[config.mk]
export PLATFORM = sky130hd
export DESIGN_NAME = mul_seq_flat
export DESIGN_NICKNAME = d
export VERILOG_FILES = /design/src/rtl/mul_seq_if.sv /design/src/rtl/mul_seq.sv /design/src/flat_wrapper.sv
export SDC_FILE = /design/constraint.sdc
export NUM_CORES = 1
export LEC_CHECK = 0
export CORE_MARGIN = 1.5
export CORE_UTILIZATION = 57
export DETAILED_ROUTE_END_ITERATION = 10
export PLACE_DENSITY = 0.93
export SYNTH_ARGS = -nofsm -noshare
export SYNTH_HDL_FRONTEND = slang
export SYNTH_SLANG_ARGS = --single-unit
[constraint.sdc]
create_clock -name clk -period 3.9 [get_ports clk]
set_input_delay 0.78 -clock clk [delete_from_list [all_inputs] [get_ports clk]]
set_output_delay 0.78 -clock clk [all_outputs]
set_load 0.01 [all_outputs]
[src/rtl/mul_seq_if.sv]
// mul_seq_if: launch/abort controls and product result of the sequential multiplier.
interface mul_seq_if #(
   parameter int WIDTH = 32
);
   logic             start;
   logic             signed_op;
   logic [WIDTH-1:0] a;
   logic [WIDTH-1:0] b;
   logic             flush;
   logic             busy;
   logic             done;
   logic [WIDTH-1:0] hi;
   logic [WIDTH-1:0] lo;

   modport master (
      output start, signed_op, a, b, flush,
      input  busy, done, hi, lo
   );

   modport slave (
      input  start, signed_op, a, b, flush,
      output busy, done, hi, lo
   );
endinterface

[src/rtl/mul_seq.sv]
// mul_seq: iterative radix-2 shift-add multiplier (MULT/MULTU) for the EX stage.
// One partial-product add per cycle on operand magnitudes, then one cycle to
// apply the sign. The product lands in hi/lo together with a one-cycle done.
module mul_seq #(
   parameter int WIDTH = 32
) (
   input logic      clk,
   input logic      rst,
   mul_seq_if.slave mul
);
   localparam int CNT_W = $clog2(WIDTH + 1);

   typedef enum logic [1:0] {
      ST_IDLE = 2'd0,
      ST_RUN  = 2'd1,
      ST_SIGN = 2'd2,
      ST_DONE = 2'd3
   } state_t;

   state_t             state_r;
   state_t             state_nx_s;
   logic [CNT_W-1:0]   cnt_r;
   logic [WIDTH-1:0]   mcand_r;
   logic [WIDTH-1:0]   mplier_r;
   logic [WIDTH-1:0]   acc_r;
   logic               neg_r;
   logic               busy_r;
   logic               done_r;
   logic [WIDTH-1:0]   hi_r;
   logic [WIDTH-1:0]   lo_r;
   logic               busy_nx_s;
   logic               done_nx_s;
   logic               launch_s;
   logic [WIDTH:0]     sum_s;
   logic [2*WIDTH-1:0] prod_s;

   // Magnitude of an operand; raw value when the operation is unsigned.
   // The most negative value maps to 2^(WIDTH-1), which fits unsigned.
   function automatic logic [WIDTH-1:0] abs_val(input logic [WIDTH-1:0] v,
                                               input logic is_signed);
      if (is_signed && v[WIDTH-1]) begin
         return ~v + WIDTH'(1);
      end else begin
         return v;
      end
   endfunction

   // Two's complement of a full-width product.
   function automatic logic [2*WIDTH-1:0] neg_prod(input logic [2*WIDTH-1:0] p);
      return ~p + (2*WIDTH)'(1);
   endfunction

   // A launch is accepted only outside RUN/SIGN, and flush blocks it.
   always_comb begin
      launch_s = 1'b0;
      if (((state_r == ST_IDLE) || (state_r == ST_DONE)) && mul.start && !mul.flush) begin
         launch_s = 1'b1;
      end else begin
         launch_s = 1'b0;
      end
   end

   // Partial-product add: carry-out kept as the extra top bit.
   always_comb begin
      sum_s = {1'b0, acc_r};
      if (mplier_r[0]) begin
         sum_s = {1'b0, acc_r} + {1'b0, mcand_r};
      end else begin
         sum_s = {1'b0, acc_r};
      end
   end

   // Signed result: magnitude product negated when operand signs differed.
   always_comb begin
      prod_s = {acc_r, mplier_r};
      if (neg_r) begin
         prod_s = neg_prod({acc_r, mplier_r});
      end else begin
         prod_s = {acc_r, mplier_r};
      end
   end

   // State register.
   always_ff @(posedge clk) begin
      if (rst) begin
         state_r <= ST_IDLE;
      end else begin
         state_r <= state_nx_s;
      end
   end

   // Next-state logic; flush aborts RUN/SIGN straight back to IDLE.
   always_comb begin
      state_nx_s = state_r;
      case (state_r)
         ST_IDLE: begin
            if (launch_s) state_nx_s = ST_RUN;
            else          state_nx_s = ST_IDLE;
         end
         ST_RUN: begin
            if (mul.flush)                 state_nx_s = ST_IDLE;
            else if (cnt_r == CNT_W'(1))   state_nx_s = ST_SIGN;
            else                           state_nx_s = ST_RUN;
         end
         ST_SIGN: begin
            if (mul.flush) state_nx_s = ST_IDLE;
            else           state_nx_s = ST_DONE;
         end
         ST_DONE: begin
            if (launch_s) state_nx_s = ST_RUN;
            else          state_nx_s = ST_IDLE;
         end
         default: state_nx_s = ST_IDLE;
      endcase
   end

   // Output decode from the next state so busy/done can be registered.
   always_comb begin
      busy_nx_s = 1'b0;
      done_nx_s = 1'b0;
      case (state_nx_s)
         ST_RUN:  busy_nx_s = 1'b1;
         ST_SIGN: busy_nx_s = 1'b1;
         ST_DONE: done_nx_s = 1'b1;
         default: begin
            busy_nx_s = 1'b0;
            done_nx_s = 1'b0;
         end
      endcase
   end

   // Registered status outputs.
   always_ff @(posedge clk) begin
      if (rst) begin
         busy_r <= 1'b0;
         done_r <= 1'b0;
      end else begin
         busy_r <= busy_nx_s;
         done_r <= done_nx_s;
      end
   end

   // Datapath: operand capture, shift-add iterations and result write-back.
   always_ff @(posedge clk) begin
      if (rst) begin
         cnt_r    <= '0;
         mcand_r  <= '0;
         mplier_r <= '0;
         acc_r    <= '0;
         neg_r    <= 1'b0;
         hi_r     <= '0;
         lo_r     <= '0;
      end else begin
         case (state_r)
            ST_IDLE, ST_DONE: begin
               if (launch_s) begin
                  mcand_r  <= abs_val(mul.a, mul.signed_op);
                  mplier_r <= abs_val(mul.b, mul.signed_op);
                  neg_r    <= mul.signed_op & (mul.a[WIDTH-1] ^ mul.b[WIDTH-1]);
                  acc_r    <= '0;
                  cnt_r    <= CNT_W'(WIDTH);
               end
            end
            ST_RUN: begin
               // Shift {carry, acc, mplier} right: carry enters acc MSB and
               // the low acc bit moves into the vacated multiplier MSB.
               acc_r    <= sum_s[WIDTH:1];
               mplier_r <= {sum_s[0], mplier_r[WIDTH-1:1]};
               cnt_r    <= cnt_r - CNT_W'(1);
            end
            ST_SIGN: begin
               if (!mul.flush) begin
                  hi_r <= prod_s[2*WIDTH-1:WIDTH];
                  lo_r <= prod_s[WIDTH-1:0];
               end
            end
            default: begin
               cnt_r <= cnt_r;
            end
         endcase
      end
   end

   assign mul.busy = busy_r;
   assign mul.done = done_r;
   assign mul.hi   = hi_r;
   assign mul.lo   = lo_r;
endmodule
[src/flat_wrapper.sv]
// flat-port wrapper written by rule: the top's interface ports become plain ports
module mul_seq_flat 
#(
   parameter int WIDTH = 32
)
  (clk, rst, mul_start, mul_signed_op, mul_a, mul_b, mul_flush, mul_busy, mul_done, mul_hi, mul_lo);
  mul_seq_if #(.WIDTH(WIDTH)) mul_i ();
  input logic clk;
  input logic rst;
  input wire logic [$bits(mul_i.start)-1:0] mul_start;
  input wire logic [$bits(mul_i.signed_op)-1:0] mul_signed_op;
  input wire logic [$bits(mul_i.a)-1:0] mul_a;
  input wire logic [$bits(mul_i.b)-1:0] mul_b;
  input wire logic [$bits(mul_i.flush)-1:0] mul_flush;
  output wire logic [$bits(mul_i.busy)-1:0] mul_busy;
  output wire logic [$bits(mul_i.done)-1:0] mul_done;
  output wire logic [$bits(mul_i.hi)-1:0] mul_hi;
  output wire logic [$bits(mul_i.lo)-1:0] mul_lo;
  assign mul_i.start = mul_start;
  assign mul_i.signed_op = mul_signed_op;
  assign mul_i.a = mul_a;
  assign mul_i.b = mul_b;
  assign mul_i.flush = mul_flush;
  assign mul_busy = mul_i.busy;
  assign mul_done = mul_i.done;
  assign mul_hi = mul_i.hi;
  assign mul_lo = mul_i.lo;
  mul_seq #(.WIDTH(WIDTH)) u_core (.clk(clk), .rst(rst), .mul(mul_i));
endmodule
## Word level (Yosys, flattened, before mapping)

Index checks and enable logic that the tools add are counted.

| storage, ports and cells | value |
|---|---|
| register bits after elaboration | 171 |
| input port bits | 69 |
| output and inout port bits | 66 |
| word-level logic and storage cells | 60 |

| cells by class | value |
|---|---|
| add/subtract/negate cells | 5 |
| eq/ne operators | 8 |
| muxes and demuxes | 18 |
| bitwise gates (word level) | 6 |
| reductions and logical operators | 13 |

Operators by type and width:

| operator | number |
|---|---|
| 32-bit 2-to-1 mux | 4 |
| 32-bit case mux with 2 select lines | 2 |
| 32-bit by 1-bit adder with 32-bit output (second input constant) | 2 |
| 64-bit by 1-bit adder with 64-bit output (second input constant) | 1 |
| 64-bit 2-to-1 mux | 1 |
| 32-bit NOT | 2 |
| 64-bit NOT | 1 |
| 32-bit by 32-bit adder with 33-bit output | 1 |
| 33-bit 2-to-1 mux | 1 |
| 6-bit case mux with 2 select lines | 1 |
| 2-bit == test (second input constant) | 4 |
| 6-bit by 1-bit == test with 1-bit output (second input constant) | 1 |
| 2-bit 2-to-1 mux | 3 |
| 6-bit 2-to-1 mux | 1 |
| 2-bit case mux with 3 select lines | 1 |
| 2-bit AND reduction | 3 |
| 6-bit by 1-bit subtractor with 6-bit output (second input constant) | 1 |
| 2-bit by 1-bit == test with 1-bit output (second input constant) | 2 |
| 1-bit logical AND | 4 |
| 1-bit 2-to-1 mux | 4 |
| 2-bit OR reduction | 2 |
| 2-bit logical NOT | 1 |
| 2-bit by 1-bit != test with 1-bit output (second input constant) | 1 |
| 2-bit nonzero test | 1 |
| 5 further kinds | 5 |

## Logic depth before layout (Yosys ltp)

Gate-level depths: netlist of run 1.

| depth | value |
|---|---|
| word-level depth | 10 |
| gate-level depth with buffers | 11 |
| mapped depth without buffers | 10 |

## Worst setup path after synthesis of run 1

No wires, ideal clock.

| timing | value |
|---|---|
| path kind | register to register |
| start point | register u_core.acc_r[1] |
| end point | register u_core.acc_r[22] |
| setup time | 116 ps |
| arrival time | 2727 ps |
| data required time | 3784 ps |
| setup slack | 1057 ps |
| stages on the path, launching flop included | 9 |
| buffers on the path | 0 |
| period minus slack after synthesis | 2843 ps |
| cells stage by stage | dfxtp_1 ha_1 a211oi_1 nor4b_1 a2111oi_2 a2111oi_0 o21ba_2 or3_1 a31o_2 |

| between the ends | value |
|---|---|
| cells in the longest elaborated chain, start to end | 3 |

Ends and longest elaborated chain:

| what | line | RTL |
|---|---|---|
| start: declaration | mul_seq.sv:25 | `logic [WIDTH-1:0] acc_r;` |
| start signal: assignment | mul_seq.sv:167 | `acc_r <= sum_s[WIDTH:1];` |
| 32-bit by 32-bit adder with 33-bit output | mul_seq.sv:67 | `sum_s = {1'b0, acc_r} + {1'b0, mcand_r};` |
| 33-bit 2-to-1 mux | mul_seq.sv:66 | `if (mplier_r[0]) begin` |
| 32-bit case mux with 2 select lines | mul_seq.sv:154 | `case (state_r)` |

Every way passes these cells.
A chain may end at the register's enable or synchronous reset.

## Worst setup path after layout of run 1

| timing | value |
|---|---|
| start point | register u_core.acc_r[6] |
| end point | register u_core.acc_r[24] |

Same word-level chain as after synthesis.

==> results of run 1 <==
cells in the mapped netlist (13+ instances only):
library cell,n
inv_1,23
nor2_1,162
nor3_1,30
nand2b_1,13
and3_1,43
clkbuf_1,78
dfxtp_1,171
nand2_1,116
o31ai_1,30
o41ai_1,19
a211oi_1,55
or3_1,21
xnor2_1,53
nor4_1,13
ha_1,39
xor2_1,83
a221oi_1,29
nand3_1,38
o21ai_0,81
a21oi_1,87
worst max-delay path: cells and delay by family, from the launching register on:
family / cells / cell delay, ns
AOI/OAI and AO/OA: 3 / 1.34
adders and majority gates: 1 / 0.43
DFF: 1 / 0.40
and+or+nand+nor: 4 / 1.13
cell families after synthesis:
| kind of cell | count (synthesis) | share of synthesized area, % |
|---|---|---|
| adder cells (fa/ha/maj) | 40 | 4.68 |
| buffers and inverters | 112 | 3.88 |
| AND/OR/NAND/NOR | 496 | 22.5 |
| AO/OA/AOI/OAI | 406 | 25.2 |
| flip-flops | 171 | 31.6 |
| XOR/XNOR | 136 | 11.0 |
| multiplexers | 12 | 1.17 |
through the flow:
| stage | std cells | hold slack (ns) | setup WS, ns | util (%) |
|---|---|---|---|---|
| finish | 1715 | 0.452 | 0.539 | 69.6 |
| global route | 1715 | 0.468 | 0.450 | 69.6 |
| CTS | 1715 | 0.450 | 0.649 | 69.6 |
| detailed placement | 1683 | 0.440 | 0.457 | 66.2 |
| global placement | 1683 | 0.436 | 0.490 | 66.2 |
| floorplan | 1373 | 0.436 | 1.06 | - |
report_power, final:
group,total (mW),switching [mW],internal [mW]
Sequential,1.88,0.0780,1.81
Combinational,0.763,0.452,0.311
Clock,1.79,0.808,0.982
registers in the layout (all words and copies together), names as in the netlist:
register	count
u_core.cnt_r	6
u_core.mul.busy	1
u_core.neg_r	1
u_core.mcand_r	32
u_core.mul.done	1
u_core.mul.hi	32
u_core.mplier_r	32
u_core.mul.lo	32
u_core.acc_r	32
u_core.state_r	2
path summary, 6_finish.rpt:
check,to,slack [ns],startpoint
hold reg to reg,u_core.mul.hi[21]$_SDFFE_PP0P_,0.45,u_core.mul.hi[21]$_SDFFE_PP0P_
hold / removal,u_core.mul.hi[21]$_SDFFE_PP0P_,0.45,u_core.mul.hi[21]$_SDFFE_PP0P_
setup reg to reg,u_core.acc_r[24]$_SDFFE_PP0P_,0.54,u_core.acc_r[6]$_SDFFE_PP0P_
setup / recovery,u_core.acc_r[24]$_SDFFE_PP0P_,0.54,u_core.acc_r[6]$_SDFFE_PP0P_
cell type report:
class | count | area [um2]
Multi-Input combinational cell | 1090 | 7020
Fill cell | 1439 | 5690
Sequential cell | 171 | 3420
Timing Repair Buffer | 164 | 1560
Clock buffer | 17 | 425
Tap cell | 234 | 293
Clock inverter | 15 | 199
Inverter | 24 | 90.1
routing by layer:
layer	vias up	GRT usage, %	wire length (um)
li1	5266	-	-
met3	89	5.81	3270
met4	0	13.5	881
met2	646	51.3	14800
met5	-	0	0
met1	5156	43.0	13400
==> impl_metrics.env, run 1 <==
export IMPL_start_kind="flip-flop"
export IMPL_grt_pass1_vias=10400
export IMPL_tritoncts="done"
export IMPL_cap_violations=0
export IMPL_power_total_mw=4.44
export IMPL_ys_seq_elements=171
export IMPL_final_min_clock_period_ns=3.36
export IMPL_whs_path_depth=2
export IMPL_finalWeightedCongestion=0.940
export IMPL_wl_um=32300
export IMPL_final_common_cell="dfxtp_1"
export IMPL_postCtsSetupBuffers=0
export IMPL_irDropWorstVdd_mv=0.327
export IMPL_timing_critical_path_required_ns=4.28
export IMPL_clk_pin_slew_ns=0.07
export IMPL_slowest_delay_ns=0.96
export IMPL_worst_slew_pin_slew_ns=1.10
export IMPL_grt_max_degree=67
export IMPL_ys_top_cells_by_area="dfxtp_1 32%, xor2_1 6.7%, nor2_1 5.6%, ha_1 4.5%, xnor2_1 4.3%"
export IMPL_drcViolationCount=0
export IMPL_layout_drive_gt1_share_pct=6.55
export IMPL_grt_ovfl_total=0
export IMPL_viasPerCell=6.51
export IMPL_numPortBuffers=134
export IMPL_fmax_ghz=0.298
export IMPL_die_area_um2=19900
export IMPL_power_leakage_nw=4.89
export IMPL_syn_inst=1373
export IMPL_cp_cell_sequence="ha_1, nand4_1, nor4b_1, a2111oi_2, a2111oi_0, o21bai_1, or4_1, nand3_1"
export IMPL_antenna_found_initial=0
export IMPL_setup_viol=0
export IMPL_cts_buffer_depth=2
export IMPL_cellPowerDensity_nw_per_um2=341
export IMPL_synth_area_um2=10800
export IMPL_first_pass_iters=6
export IMPL_wl_per_cell_um=18.8
export IMPL_period_share_pct=86.2
export IMPL_die_y_um=141
export IMPL_synth_distinct_cells=75
export IMPL_cts_buffers=17
export IMPL_area_growth_pct=20.0
export IMPL_syn_area_per_cell_um2=7.90
export IMPL_synth_top_area_share_pct=31.6
export IMPL_placed_cell_area_um2=12400
export IMPL_initialDrtViolationCount=1279
export IMPL_path_class="reg -> reg"
export IMPL_die_w_um=141
export IMPL_drv_slew=0
export IMPL_final_cell_mix="170 x dfxtp_1, 161 x nor2_1, 133 x clkdlybuf4s50_1, 116 x nand2_1, 87 x a21oi_1"
export IMPL_cts_resized=0
export IMPL_ant_nets=0
export IMPL_crit_fanout=6
export IMPL_track_usage_pct=32.2
export IMPL_hold_viol=0
export IMPL_worst_path_max_delay_cell="a2111oi_0"
export IMPL_start_util_pct=58.0
export IMPL_cts_hold_buf=0
export IMPL_core_area_um2=18700
export IMPL_vias=11200
export IMPL_cts_sinks=171
export IMPL_synthArstFlopShare_pct=0
export IMPL_critPathArrivalTime_ns=3.74
export IMPL_status="finished clean"
export IMPL_io_pins=135
export IMPL_cts_root_buffer="clkbuf_16"
export IMPL_final_nets=1577
export IMPL_end_kind="flip-flop"
export IMPL_row_count=50
export IMPL_rsz0062_at_grt="no"
export IMPL_design_area_um2=13000
export IMPL_clock_latency_ns=0.44
export IMPL_skew_ns=0.0150
export IMPL_hold_class="reg -> reg"
export IMPL_reg2regPathDepth=8
export IMPL_synth_enable_flop_cells=0
export IMPL_synth_fp_nets=1482
export IMPL_hpwlAfterDp_um=23400
export IMPL_yosysTopAreaCell="dfxtp_1"
export IMPL_maxSlewHeadroom_pct=26.9
export IMPL_htree_levels=4
export IMPL_yosysSeqAreaShare_pct=31.6
export IMPL_yosys_warnings=0
export IMPL_grt_pass1_wl_um=52000
export IMPL_synthFlopType="dfxtp_1"
export IMPL_tns_ns=0
export IMPL_n_antenna_cell=0
Note: power is estimated with default switching activity, not from simulation.
==> inputs of run 2 (changes only) <==
--- a/config.mk
+++ b/config.mk
@@ -7,8 +7,10 @@
 export LEC_CHECK = 0
 export CORE_MARGIN = 1.5
 export CORE_UTILIZATION = 57
+export CTS_CLUSTER_SIZE = 28
 export DETAILED_ROUTE_END_ITERATION = 10
 export PLACE_DENSITY = 0.93
+export SKIP_LAST_GASP = 1
 export SYNTH_ARGS = -nofsm -noshare
 export SYNTH_HDL_FRONTEND = slang
 export SYNTH_SLANG_ARGS = --single-unit
==> results of run 2 <==
Same layout as run 1: the final DEF is identical, and so are final timing and power.
==> inputs of run 3 (changes only) <==
--- a/config.mk
+++ b/config.mk
@@ -5,6 +5,7 @@
 export SDC_FILE = /design/constraint.sdc
 export NUM_CORES = 1
 export LEC_CHECK = 0
+export CAP_MARGIN = 20
 export CORE_MARGIN = 1.5
 export CORE_UTILIZATION = 57
 export CTS_CLUSTER_SIZE = 28
==> results of run 3 <==
Same layout as run 1: the final DEF is identical, and so are final timing and power.
